===== src/rtl/display_pkg.sv =====
// Shared types and helpers for the 8-digit BCD display scan path.
package display_pkg;

  localparam int NUM_DIGITS = 8;
  localparam int SEL_W      = 3;

  typedef logic [3:0] bcd_digit_t;
  typedef bcd_digit_t [NUM_DIGITS-1:0] bcd_word_t;

  function automatic logic is_bcd(bcd_digit_t d);
    return (d <= 4'd9);
  endfunction

  function automatic logic word_is_bcd(bcd_word_t w);
    logic ok;
    ok = 1'b1;
    for (int i = 0; i < NUM_DIGITS; i++) begin
      ok = ok & is_bcd(w[i]);
    end
    return ok;
  endfunction

endpackage


===== src/rtl/display_scan_ctrl_tick_gen.sv =====
// Prescaler: emits a one-cycle tick every PRESCALE enabled clocks; holds while en=0.
module tick_gen #(
  parameter int PRESCALE = 50000
) (
  input  logic clk,
  input  logic rst_n,
  input  logic en,
  output logic tick
);

  localparam int CNT_W = (PRESCALE > 1) ? $clog2(PRESCALE) : 1;
  localparam logic [CNT_W-1:0] LAST = CNT_W'(PRESCALE - 1);

  logic [CNT_W-1:0] presc_q, presc_d;

  assign tick = en && (presc_q == LAST);

  always_comb begin
    presc_d = presc_q;
    if (tick) begin
      presc_d = '0;
    end else if (en) begin
      presc_d = presc_q + 1'b1;
    end
  end

  always_ff @(posedge clk) begin
    if (!rst_n) begin
      presc_q <= '0;
    end else begin
      presc_q <= presc_d;
    end
  end

endmodule


===== src/rtl/display_scan_ctrl.sv =====
// Digit scanner for the 8-digit BCD display: double-buffered word, digit select,
// leading-zero blanking and sticky invalid-digit flag.
module display_scan_ctrl
  import display_pkg::*;
#(
  parameter int PRESCALE = 50000,
  parameter bit LZ_BLANK = 1'b1
) (
  input  logic             clk,
  input  logic             rst_n,
  input  logic             en,
  input  logic             load_valid,
  input  logic [31:0]      load_data,
  output logic             load_ready,
  output logic [SEL_W-1:0] sel,
  output logic [3:0]       bcd_out,
  output logic             blank,
  output logic             frame_done,
  output logic             bcd_err
);

  // Handshake: a word transfers on any rising edge where load_valid & load_ready;
  // load_ready depends only on registered state, never on load_valid.

  localparam logic [SEL_W-1:0] LAST_SEL = SEL_W'(NUM_DIGITS - 1);

  logic             tick;
  logic             accept;
  logic             wrap;
  bcd_word_t        load_word;

  logic [SEL_W-1:0] sel_q, sel_d;
  bcd_word_t        active_q, active_d;
  bcd_word_t        shadow_q, shadow_d;
  logic             pending_q, pending_d;
  logic             ready_q;
  logic             frame_done_q;
  logic             bcd_err_q, bcd_err_d;
  logic             first_q;

  logic [NUM_DIGITS-1:0] upper_zero;
  logic                  lz_hit;

  tick_gen #(.PRESCALE(PRESCALE)) u_tick_gen (
    .clk   (clk),
    .rst_n (rst_n),
    .en    (en),
    .tick  (tick)
  );

  assign load_word = load_data;
  assign accept    = load_valid & ready_q;
  assign wrap      = tick & (sel_q == LAST_SEL);

  always_comb begin
    sel_d     = sel_q;
    active_d  = active_q;
    shadow_d  = shadow_q;
    pending_d = pending_q;
    bcd_err_d = bcd_err_q;
    if (tick) begin
      sel_d = sel_q + 1'b1;
    end
    // A wrap with a pending word and an accept are mutually exclusive (ready=0).
    if (wrap && pending_q) begin
      active_d  = shadow_q;
      pending_d = 1'b0;
    end
    if (accept) begin
      shadow_d  = load_word;
      pending_d = 1'b1;
      if (!word_is_bcd(load_word)) begin
        bcd_err_d = 1'b1;
      end
    end
  end

  always_ff @(posedge clk) begin
    if (!rst_n) begin
      sel_q        <= '0;
      active_q     <= '0;
      shadow_q     <= '0;
      pending_q    <= 1'b0;
      ready_q      <= 1'b1;
      frame_done_q <= 1'b0;
      bcd_err_q    <= 1'b0;
      first_q      <= 1'b1;
    end else begin
      sel_q        <= sel_d;
      active_q     <= active_d;
      shadow_q     <= shadow_d;
      pending_q    <= pending_d;
      ready_q      <= ~pending_d;
      frame_done_q <= wrap;
      bcd_err_q    <= bcd_err_d;
      first_q      <= 1'b0;
    end
  end

  // upper_zero[i] = digits NUM_DIGITS-1 down to i are all zero.
  always_comb begin
    upper_zero = '0;
    upper_zero[NUM_DIGITS-1] = (active_q[NUM_DIGITS-1] == 4'd0);
    for (int i = NUM_DIGITS - 2; i >= 0; i--) begin
      upper_zero[i] = upper_zero[i+1] & (active_q[i] == 4'd0);
    end
  end

  assign lz_hit     = LZ_BLANK && (sel_q != '0) && upper_zero[sel_q];
  assign bcd_out    = active_q[sel_q];
  assign blank      = first_q | ~en | ~is_bcd(bcd_out) | lz_hit;
  assign frame_done = frame_done_q & en;
  assign load_ready = ready_q;
  assign sel        = sel_q;
  assign bcd_err    = bcd_err_q;

endmodule


===== config.mk =====
export PLATFORM = sky130hd
export DESIGN_NAME = display_scan_ctrl
export DESIGN_NICKNAME = d
export VERILOG_FILES = /design/src/rtl/display_pkg.sv /design/src/rtl/display_scan_ctrl_tick_gen.sv /design/src/rtl/display_scan_ctrl.sv
export SDC_FILE = /design/constraint.sdc
export NUM_CORES = 1
export LEC_CHECK = 0
export ABC_AREA = 1
export CORE_AREA = 2 2 105 87
export CTS_CLUSTER_SIZE = 8
export DETAILED_ROUTE_END_ITERATION = 8
export DIE_AREA = 0 0 107 89
export MAX_ROUTING_LAYER = met4
export PLACE_DENSITY = 0.76
export SYNTH_ARGS = -nofsm -noshare
export SYNTH_HDL_FRONTEND = slang
export SYNTH_SLANG_ARGS = --single-unit

===== constraint.sdc =====
create_clock -name clk -period 1.9 [get_ports clk]
set_input_delay 0.475 -clock clk [delete_from_list [all_inputs] [get_ports clk]]
set_output_delay 0.475 -clock clk [all_outputs]
set_load 0.05 [all_outputs]

==> results.toml, run 1 <==
[run_status]
status = "complete, but fails checks"
violations = "negative setup slack"

[sta]
setup_viol = 5
clock-skew-final_ns = 0.0120
slew_violations = 0
fin_setup_tns_ns = -0.657
relSlewSlack_pct = 68.2
hold_viol_final = 0
period_minus_slack_ns = 2.15
hold_ws_ns = 0.437
max_freq_ghz = 0.464
tightestPinTransition_ns = 0.477
setup_ws_ns = -0.254
period_share_pct = 113
rsz0062_at_grt = "yes"

[yosys]
synth_most_common_cell = "nor2_1"
async_flop_share_pct = 0
synth_cell_type_count = 30
synth_area_leaders = "dfxtp_1 42%, nor2_1 11%, nand2_1 9.7%"
ys_ff_latch = 88
yosysSeqAreaShare_pct = 42.0
synth.area.mux_share_pct = 0
synth_top_family_by_area = "simple AND/OR/NAND/NOR gates"
synth.cell_area_sq_um = 4200
syn_nets = 661
synth_fa_ha_area_share_pct = 1.19
synth-simple-area-share_pct = 31.7
synth_top_area_share_pct = 42.0
synthFlopType = "dfxtp_1"
yosysTopAreaCell = "dfxtp_1"
synth-compound-area-share_pct = 13.4
yosysWarningCount = 0
synth_xor_area_share_pct = 0.209
syn_inst = 621
synth_enable_flop_cells = 0
syn_area_per_cell_sq_um = 6.76
synthTopCellsByCount = "119 x nor2_1, 109 x nand2_1, 88 x dfxtp_1"

[floorplan]
ios = 47
dieArea_sq_um = 9520
core-area_sq_um = 8370
die-height_um = 89
rows = 30
start_util_pct = 50.1
die_x_um = 107

[finish]
syn2layout_area_growth_pct = 22.8
multi_input_area_sq_um = 2020
layout-drive-gt1-share_pct = 12.9
final_core_util_pct = 61.6
regArea_sq_um = 1770
fin_nets = 710
nFillCells = 710
stdcell_count = 786
antenna_cells = 0

[pwr]
power_density_nw_per_um2 = 671
power.leakage_nw = 2.09
ir_worst_vdd_v = 0.000641

[critical_path]
required_ns = 1.42
cp_slowest_cell = "dfxtp_4"
crit_buf_inv = 3
critical-path-top-delay-family = "simple AND/OR/NAND/NOR gates"
crit_path_max_incr_delay_ns = 0.37
cp-start-kind = "register"
critPathMaxFanout = 16
end_kind = "output port"
path_common_cell = "nand2_1"
worstPathCellList = "inv_4 -> buf_6 -> nand2_1 -> o211ai_1 -> nand2_1 -> nand2_2 -> nand2_4 -> nand2_1 -> nand3_4 -> buf_8"
crit_type = "reg -> out"
reg2reg_slack_ns = 0.19
cp_data_arrival_time_ns = 1.68

[cts]
numCtsBuffers = 9
clock-root-buffer = "clkbuf_8"
clk-insertion-delay-late_ns = 0.36
ctsHtreeMaxLevel = 3
clock_sinks = 88
cts_tree = "built"
clk_transition_reported_paths_ns = 0.09
cts_buffer_depth = 2

[worst_hold_path]
hold_path.class = "in -> reg"

[placement]
place_inst = 771
port_buffers = 46
dp_hpwl_um = 7150
post-place-ws_ns = -0.298
gp_congestion = 0.888

[global_route]
grt_max_degree = 37
grt_usage_pct = 21.9
antenna_found_initial = 0
grt_pass1_wl_um = 16200
grt_pass1_vias = 3611
grt.overflow.total = 0

[routing]
drtIter0Drc = 339
drt-total-wl_um = 9440
viasPerCell = 5.05
ant_nets = 0
drc = 0
via_count = 3968
drt_pass1_iterations = 5
wl_per_cell_um = 12.0

[flow_run]
max-cap-violations = 0
==> layout by cell type (no fill, tap or decap), drive strengths merged <==
| master | n |
|---|---|
| a211oi | 2 |
| a21o | 1 |
| a21oi | 49 |
| a31oi | 1 |
| buf | 38 |
| clkbuf | 10 |
| clkdlybuf4s50 | 34 |
| clkinv | 4 |
| dfxtp | 88 |
| ha | 4 |
| inv | 81 |
| nand2 | 112 |
| nand3 | 25 |
| nand3b | 1 |
| nand4 | 33 |
| nor2 | 126 |
| nor3 | 5 |
| nor3b | 1 |
| o211ai | 1 |
| o21ai | 56 |
| or2 | 1 |
| xnor2 | 1 |
==> cell families after synthesis <==
family,after synthesis
AO/OA/AOI/OAI,110
XOR/XNOR,1
adder cells (fa/ha/maj),4
buffers and inverters,114
flip-flops,88
AND/OR/NAND/NOR,304
==> worst reg2reg max path: stages, from the launching register on <==
cell,delay [ns]
dfxtp_1,0.39
ha_1,0.22
nand2_1,0.07
inv_1,0.05
nand2_1,0.05
nor2_2,0.18
inv_1,0.10
nor2_4,0.11
buf_12,0.18
nand4_1,0.11
nand2_1,0.12
nor2_1,0.04
==> power breakdown <==
group	leakage [nW]	switching, W	internal (W)
registers	0.720	0.0000259	0.00191
clock network	0.0931	0.000680	0.000516
logic	1.28	0.000189	0.000143
total	2.09	0.000895	0.00257
==> registers in the layout (all words and copies together) (netlist names) <==
| name | count |
|---|---|
| active_q | 32 |
| shadow_q | 32 |
| u_tick_gen.presc_q | 16 |
| sel | 3 |
| bcd_err | 1 |
| first_q | 1 |
| frame_done_q | 1 |
| load_ready | 1 |
| pending_q | 1 |
==> layout make-up <==
type / count / share of cell area, %
clock buffers: 10 / 2.67
clock inverters: 5 / 0.777
inverters: 80 / 5.97
multi-input cells: 419 / 39.1
flip-flops and latches: 88 / 34.3
well taps: 112 / 2.72
repair buffers: 72 / 14.4
==> metrics by stage <==
stage	cell area, sq um	total power, W
after floorplan	4260	0.00216
after global placement	4920	0.00229
after detailed placement	4920	0.00230
after CTS	5130	0.00348
after global routing	5150	0.00360
final	5150	0.00346
==> final timing paths <==
path / start / endpoint / cells after the start
hold reg to reg: shadow_q[0] / shadow_q[0] / 2
setup / recovery: sel[0] / blank / 10
hold / removal: rst_n / active_q[8] / 3
setup reg to reg: u_tick_gen.presc_q[0] / active_q[21] / 11
==> routing by layer <==
metal	vias up	wire (um)	track usage, %
met5	-	0	-
met3	7	458	4.15
met1	1770	4790	30.1
li1	2085	-	-
met2	106	4090	33.1
met4	0	89	6.02
==> timing repair <==
| action | in CTS | in global routing |
|---|---|---|
| resized for setup | 12 | 10 |
| cloned | 0 | 0 |
| pin swaps | 7 | 2 |
| hold buffers | 0 | 0 |
| buffers inserted | 0 | 0 |
| endpoints found under the setup margin | 5 | 6 |
Power figures use the tool's default switching activity.
==> run 2, diff against run 1 <==
--- a/config.mk
+++ b/config.mk
@@ -6,12 +6,14 @@
 export NUM_CORES = 1
 export LEC_CHECK = 0
 export ABC_AREA = 1
-export CORE_AREA = 2 2 105 87
+export CORE_AREA = 2 2 94 96
+export CTS_CLUSTER_DIAMETER = 150
 export CTS_CLUSTER_SIZE = 8
 export DETAILED_ROUTE_END_ITERATION = 8
-export DIE_AREA = 0 0 107 89
+export DIE_AREA = 0 0 96 98
 export MAX_ROUTING_LAYER = met4
 export PLACE_DENSITY = 0.76
+export SKIP_LAST_GASP = 1
 export SYNTH_ARGS = -nofsm -noshare
 export SYNTH_HDL_FRONTEND = slang
 export SYNTH_SLANG_ARGS = --single-unit
==> results.toml, run 2 (synthesis results as in run 1) <==
[cts]
cts_tree = "built"
clk_transition_reported_paths_ns = 0.09
clock_sinks = 88
clock-root-buffer = "clkbuf_8"
holdBufCountCts = 0
ctsHtreeMaxLevel = 3
cts_buffer_depth = 2
numCtsBuffers = 9
clk-insertion-delay-late_ns = 0.36

[floorplan]
die_x_um = 96
ios = 47
die-height_um = 98
core-area_sq_um = 8470
dieArea_sq_um = 9410
start_util_pct = 49.6
rows = 34

[pwr]
clockPowerShare_pct = 41.2
combinationalPowerShare_pct = 8.9
p_sw_share_pct = 23.6
power_frac_seq_pct = 49.9
internal_power_w = 0.00295
power.leakage_nw = 2.15
power_density_nw_per_um2 = 732
ir_worst_vdd_v = 0.000402
p_switching_w = 0.000911

[critical_path]
critPathMaxFanout = 3
cp-start-kind = "register"
required_ns = 1.42
cp_data_arrival_time_ns = 1.72
crit_type = "reg -> out"
end_kind = "output port"

[worst_hold_path]
hold_path.class = "reg -> reg"

[routing]
viasPerCell = 5.06
dr.max_layer_used = "met4"
wl_per_cell_um = 12.2
drc = 0
drtIter0Drc = 208
drt-total-wl_um = 9490
ant_nets = 0
drt_pass1_iterations = 4
met1_length_um = 4590
met2WireLength_um = 4320
via_count = 3944
wl_met3_um = 446

[sta]
period_share_pct = 116
setup_ws_ns = -0.298
slew_violations = 0
setup_viol = 5
rsz0062_at_grt = "yes"
tightestPinTransition_ns = 0.322
max_freq_ghz = 0.455
hold_viol_final = 0
hold_ws_ns = 0.461
clock-skew-final_ns = 0.0106
relSlewSlack_pct = 78.5
fin_setup_tns_ns = -0.794
period_minus_slack_ns = 2.20

[finish]
mostFrequentLayoutCell = "nor2_1"
antenna_cells = 0
final_core_util_pct = 62.3
final_cell_mix = "115 x nor2_1, 104 x nand2_1, 85 x dfxtp_1"
layout-drive-gt1-share_pct = 12.8
fin_nets = 707
reg.largest.list = "active_q x32, shadow_q x32, u_tick_gen.presc_q x16"
syn2layout_area_growth_pct = 25.7

[placement]
gp_congestion = 0.887
port_buffers = 46
dp_hpwl_um = 6900
post-place-ws_ns = -0.342

[run_status]
violations = "negative setup slack"
status = "complete, but fails checks"

[global_route]
grt_usage_pct = 21.5
antenna_found_initial = 0
grt_pass1_wl_um = 15700
grt_max_degree = 67
grt.overflow.total = 0
grt_pass1_vias = 3529

[flow_run]
max-cap-violations = 0
run 2: changes by cell type in the layout (fill, tap and decap cells not counted), moves of 2 or more:
cell and change:
buf_4 -7, buf_12 +4, bufinv_16 +3, o21ai_0 -3, o21ai_1 +3, clkinv_4 -2
run 2: path summary, 6_finish.rpt:
| kind | start | cells past startpoint | slack (ns) | endpoint |
|---|---|---|---|---|
| setup / recovery | sel[0] | 10 | -0.30 | blank |
| hold / removal | shadow_q[9] | 2 | 0.46 | shadow_q[9] |
| setup reg to reg | u_tick_gen.presc_q[0] | 11 | 0.20 | active_q[23] |
| hold reg to reg | shadow_q[9] | 2 | 0.46 | shadow_q[9] |
run 2: layout make-up:
cell class	instances	area [sq um]
clock buffers	9	124
clock inverters	7	126
fillers	748	3190
inverters	80	310
multi-input cells	419	2020
flip-flops and latches	88	1770
well taps	108	135
repair buffers	69	786
run 2: power groups by stage:
stage	registers, W	logic [W]	clock network, W
2_1_floorplan	0.00198	0.000180	0
5_1_grt	0.00193	0.000381	0.00170
6_report	0.00193	0.000344	0.00159
3_3_place_gp	0.00197	0.000331	0
4_1_cts	0.00193	0.000343	0.00162
3_5_place_dp	0.00197	0.000339	0
run 2: critical path, cell delays in order (launching register included):
cell	delay [ns]
dfxtp_4	0.39
inv_6	0.05
ha_4	0.16
nor2_1	0.08
nand3_1	0.08
nor2_1	0.10
nand3_1	0.10
nor2_2	0.14
nor2_2	0.07
nand3_4	0.06
buf_8	0.14
run 2: repair_timing:
item	in CTS	in global routing
hold endpoints to repair	0	0
setup endpoints to repair	5	6
resized for setup	14	13
pin swaps	7	6
cloned	0	1
buffers inserted	0	1
run 2: stage by stage:
| step | instance area (sq um) | total power (W) | std cells |
|---|---|---|---|
| after floorplan | 4260 | 0.00216 | 621 |
| after global placement | 4920 | 0.00230 | 762 |
| after detailed placement | 4920 | 0.00231 | 762 |
| after CTS | 5210 | 0.00389 | 778 |
| after global routing | 5280 | 0.00401 | 780 |
| final | 5280 | 0.00386 | 780 |
run 2: per-layer routing:
| metal | vias to the layer above | global-route usage (%) |
|---|---|---|
| li1 | 2082 | - |
| met1 | 1747 | 28.7 |
| met2 | 101 | 32.4 |
| met3 | 14 | 4.09 |
| met4 | 0 | 7.36 |
| met5 | - | - |
==> run 3, diff against run 2 <==
--- a/config.mk
+++ b/config.mk
@@ -6,14 +6,15 @@
 export NUM_CORES = 1
 export LEC_CHECK = 0
 export ABC_AREA = 1
-export CORE_AREA = 2 2 94 96
+export CORE_AREA = 2 2 78 118
 export CTS_CLUSTER_DIAMETER = 150
 export CTS_CLUSTER_SIZE = 8
 export DETAILED_ROUTE_END_ITERATION = 8
-export DIE_AREA = 0 0 96 98
+export DIE_AREA = 0 0 80 120
 export MAX_ROUTING_LAYER = met4
-export PLACE_DENSITY = 0.76
+export PLACE_DENSITY = 0.75
 export SKIP_LAST_GASP = 1
+export SLEW_MARGIN = 25
 export SYNTH_ARGS = -nofsm -noshare
 export SYNTH_HDL_FRONTEND = slang
 export SYNTH_SLANG_ARGS = --single-unit
==> results.toml, run 3 (synthesis results as in run 1) <==
[run_status]
status = "complete, but fails checks"
violations = "negative setup slack"

[global_route]
antenna_found_initial = 0
grt_pass1_wl_um = 16000
grt_usage_pct = 21.4
grt_pass1_vias = 3759
grt.overflow.total = 0
grt_max_degree = 68

[sta]
max_freq_ghz = 0.462
hold_ws_ns = 0.454
setup_ws_ns = -0.264
hold_viol_final = 0
rsz0062_at_grt = "yes"
setup_viol = 5
slew_violations = 0
period_minus_slack_ns = 2.16
period_share_pct = 114
tightestPinTransition_ns = 0.406
clock-skew-final_ns = 0.00669
relSlewSlack_pct = 72.6

[placement]
post_dp_cell_area_sq_um = 4930
port_buffers = 46
gp_congestion = 0.935
place_inst = 766
dp_hpwl_um = 6840

[finish]
layout-drive-gt1-share_pct = 13.2
syn2layout_area_growth_pct = 26.3
stdcell_count = 783
final_cell_mix = "115 x nor2_1, 104 x nand2_1, 85 x dfxtp_1"
final_core_util_pct = 61.5
fin_area_sq_um = 5300
antenna_cells = 0
fin_nets = 708
reg.largest.list = "active_q x32, shadow_q x32, u_tick_gen.presc_q x16"
mostFrequentLayoutCell = "nor2_1"

[routing]
wl_per_cell_um = 11.8
drt_pass1_iterations = 4
drt-total-wl_um = 9210
viasPerCell = 5.01
via_count = 3924
ant_nets = 0
drc = 0
drtIter0Drc = 232

[critical_path]
worstPathCellList = "inv_4 -> buf_6 -> nand2_1 -> nand3_1 -> nand3_1 -> nand2_2 -> nand2_1 -> nand2_1 -> nand3_4 -> buf_8"
crit_path_max_incr_delay_ns = 0.37
cp_data_arrival_time_ns = 1.69
path_common_cell = "nand2_1"
crit_type = "reg -> out"
cp_slowest_cell = "dfxtp_4"
r2r-start = "u_tick_gen.presc_q[0]"
critPathMaxFanout = 16
end_kind = "output port"
required_ns = 1.42
rr_endpoint = "active_q[17]"
critical-path-top-delay-family = "simple AND/OR/NAND/NOR gates"
reg2reg_slack_ns = 0.27
rr_worst_depth = 11
crit_buf_inv = 3
cp-start-kind = "register"

[pwr]
ir_worst_vdd_v = 0.000579
power.leakage_nw = 2.16
total_power_w = 0.00402
power_density_nw_per_um2 = 758

[cts]
ctsHtreeMaxLevel = 3
cts_buffer_depth = 2
numCtsBuffers = 9
clk-insertion-delay-late_ns = 0.34
cts_tree = "built"
clock_sinks = 88
holdBufCountCts = 0
clock-root-buffer = "clkbuf_16"
clk_transition_reported_paths_ns = 0.06

[flow_run]
max-cap-violations = 0

[worst_hold_path]
holdPathStages = 2
holdPathEnd = "shadow_q[5]"
min-delay-start = "shadow_q[5]"
hold_path.class = "reg -> reg"

[floorplan]
rows = 42
die-height_um = 120
ios = 47
die_x_um = 80
start_util_pct = 48.7
dieArea_sq_um = 9600
core-area_sq_um = 8620
## run 3: through the flow
step,setup TNS [ns],setup WS [ns]
2_1_floorplan,-0.00365,-0.00365
3_3_place_gp,-4.03,-0.301
3_5_place_dp,-4.87,-0.303
4_1_cts,-0.949,-0.304
5_1_grt,-1.12,-0.367
6_report,-0.756,-0.264
## run 3: where the power goes
group / internal [W] / switching [W]
Sequential: 0.00191 / 0.0000199
Combinational: 0.000148 / 0.000185
Clock: 0.00103 / 0.000731
## run 3: layout make-up
type / count / area (sq um)
Multi-Input combinational cell: 419 / 2030
Clock inverter: 6 / 68.8
Timing Repair Buffer: 70 / 758
Clock buffer: 10 / 229
Fill cell: 814 / 3320
Tap cell: 110 / 138
Sequential cell: 88 / 1770
Inverter: 80 / 308
## run 3: worst max-delay path by stage
stage | cells after the start | to | start | slack (ns)
4_1_cts | 10 | blank | sel[0] | -0.30
3_5_place_dp | 6 | blank | en | -0.30
2_1_floorplan | 10 | blank | sel[0] | -0.004
6_report | 10 | blank | sel[0] | -0.26
3_3_place_gp | 6 | blank | en | -0.30
5_1_grt | 10 | blank | sel[0] | -0.37
## run 3: worst min-delay path, stage by stage, from the launching register on
cell and delay (ns):
dfxtp_1 0.29, inv_1 0.06, a21oi_1 0.05
## run 3: repair_timing
item                                    CTS  global route
endpoints found under the setup margin    5             6
cloned                                    0             0
pin swaps                                 8             5
gates resized for setup                  10            12
buffers inserted                          0             1
## run 3: metal layers
| metal | wire length (um) | track usage, % | vias up |
|---|---|---|---|
| li1 | - | - | 2072 |
| met1 | 3940 | 23.8 | 1750 |
| met2 | 4690 | 36.8 | 84 |
| met3 | 333 | 3.91 | 18 |
| met4 | 244 | 9.64 | 0 |
| met5 | 0 | - | - |
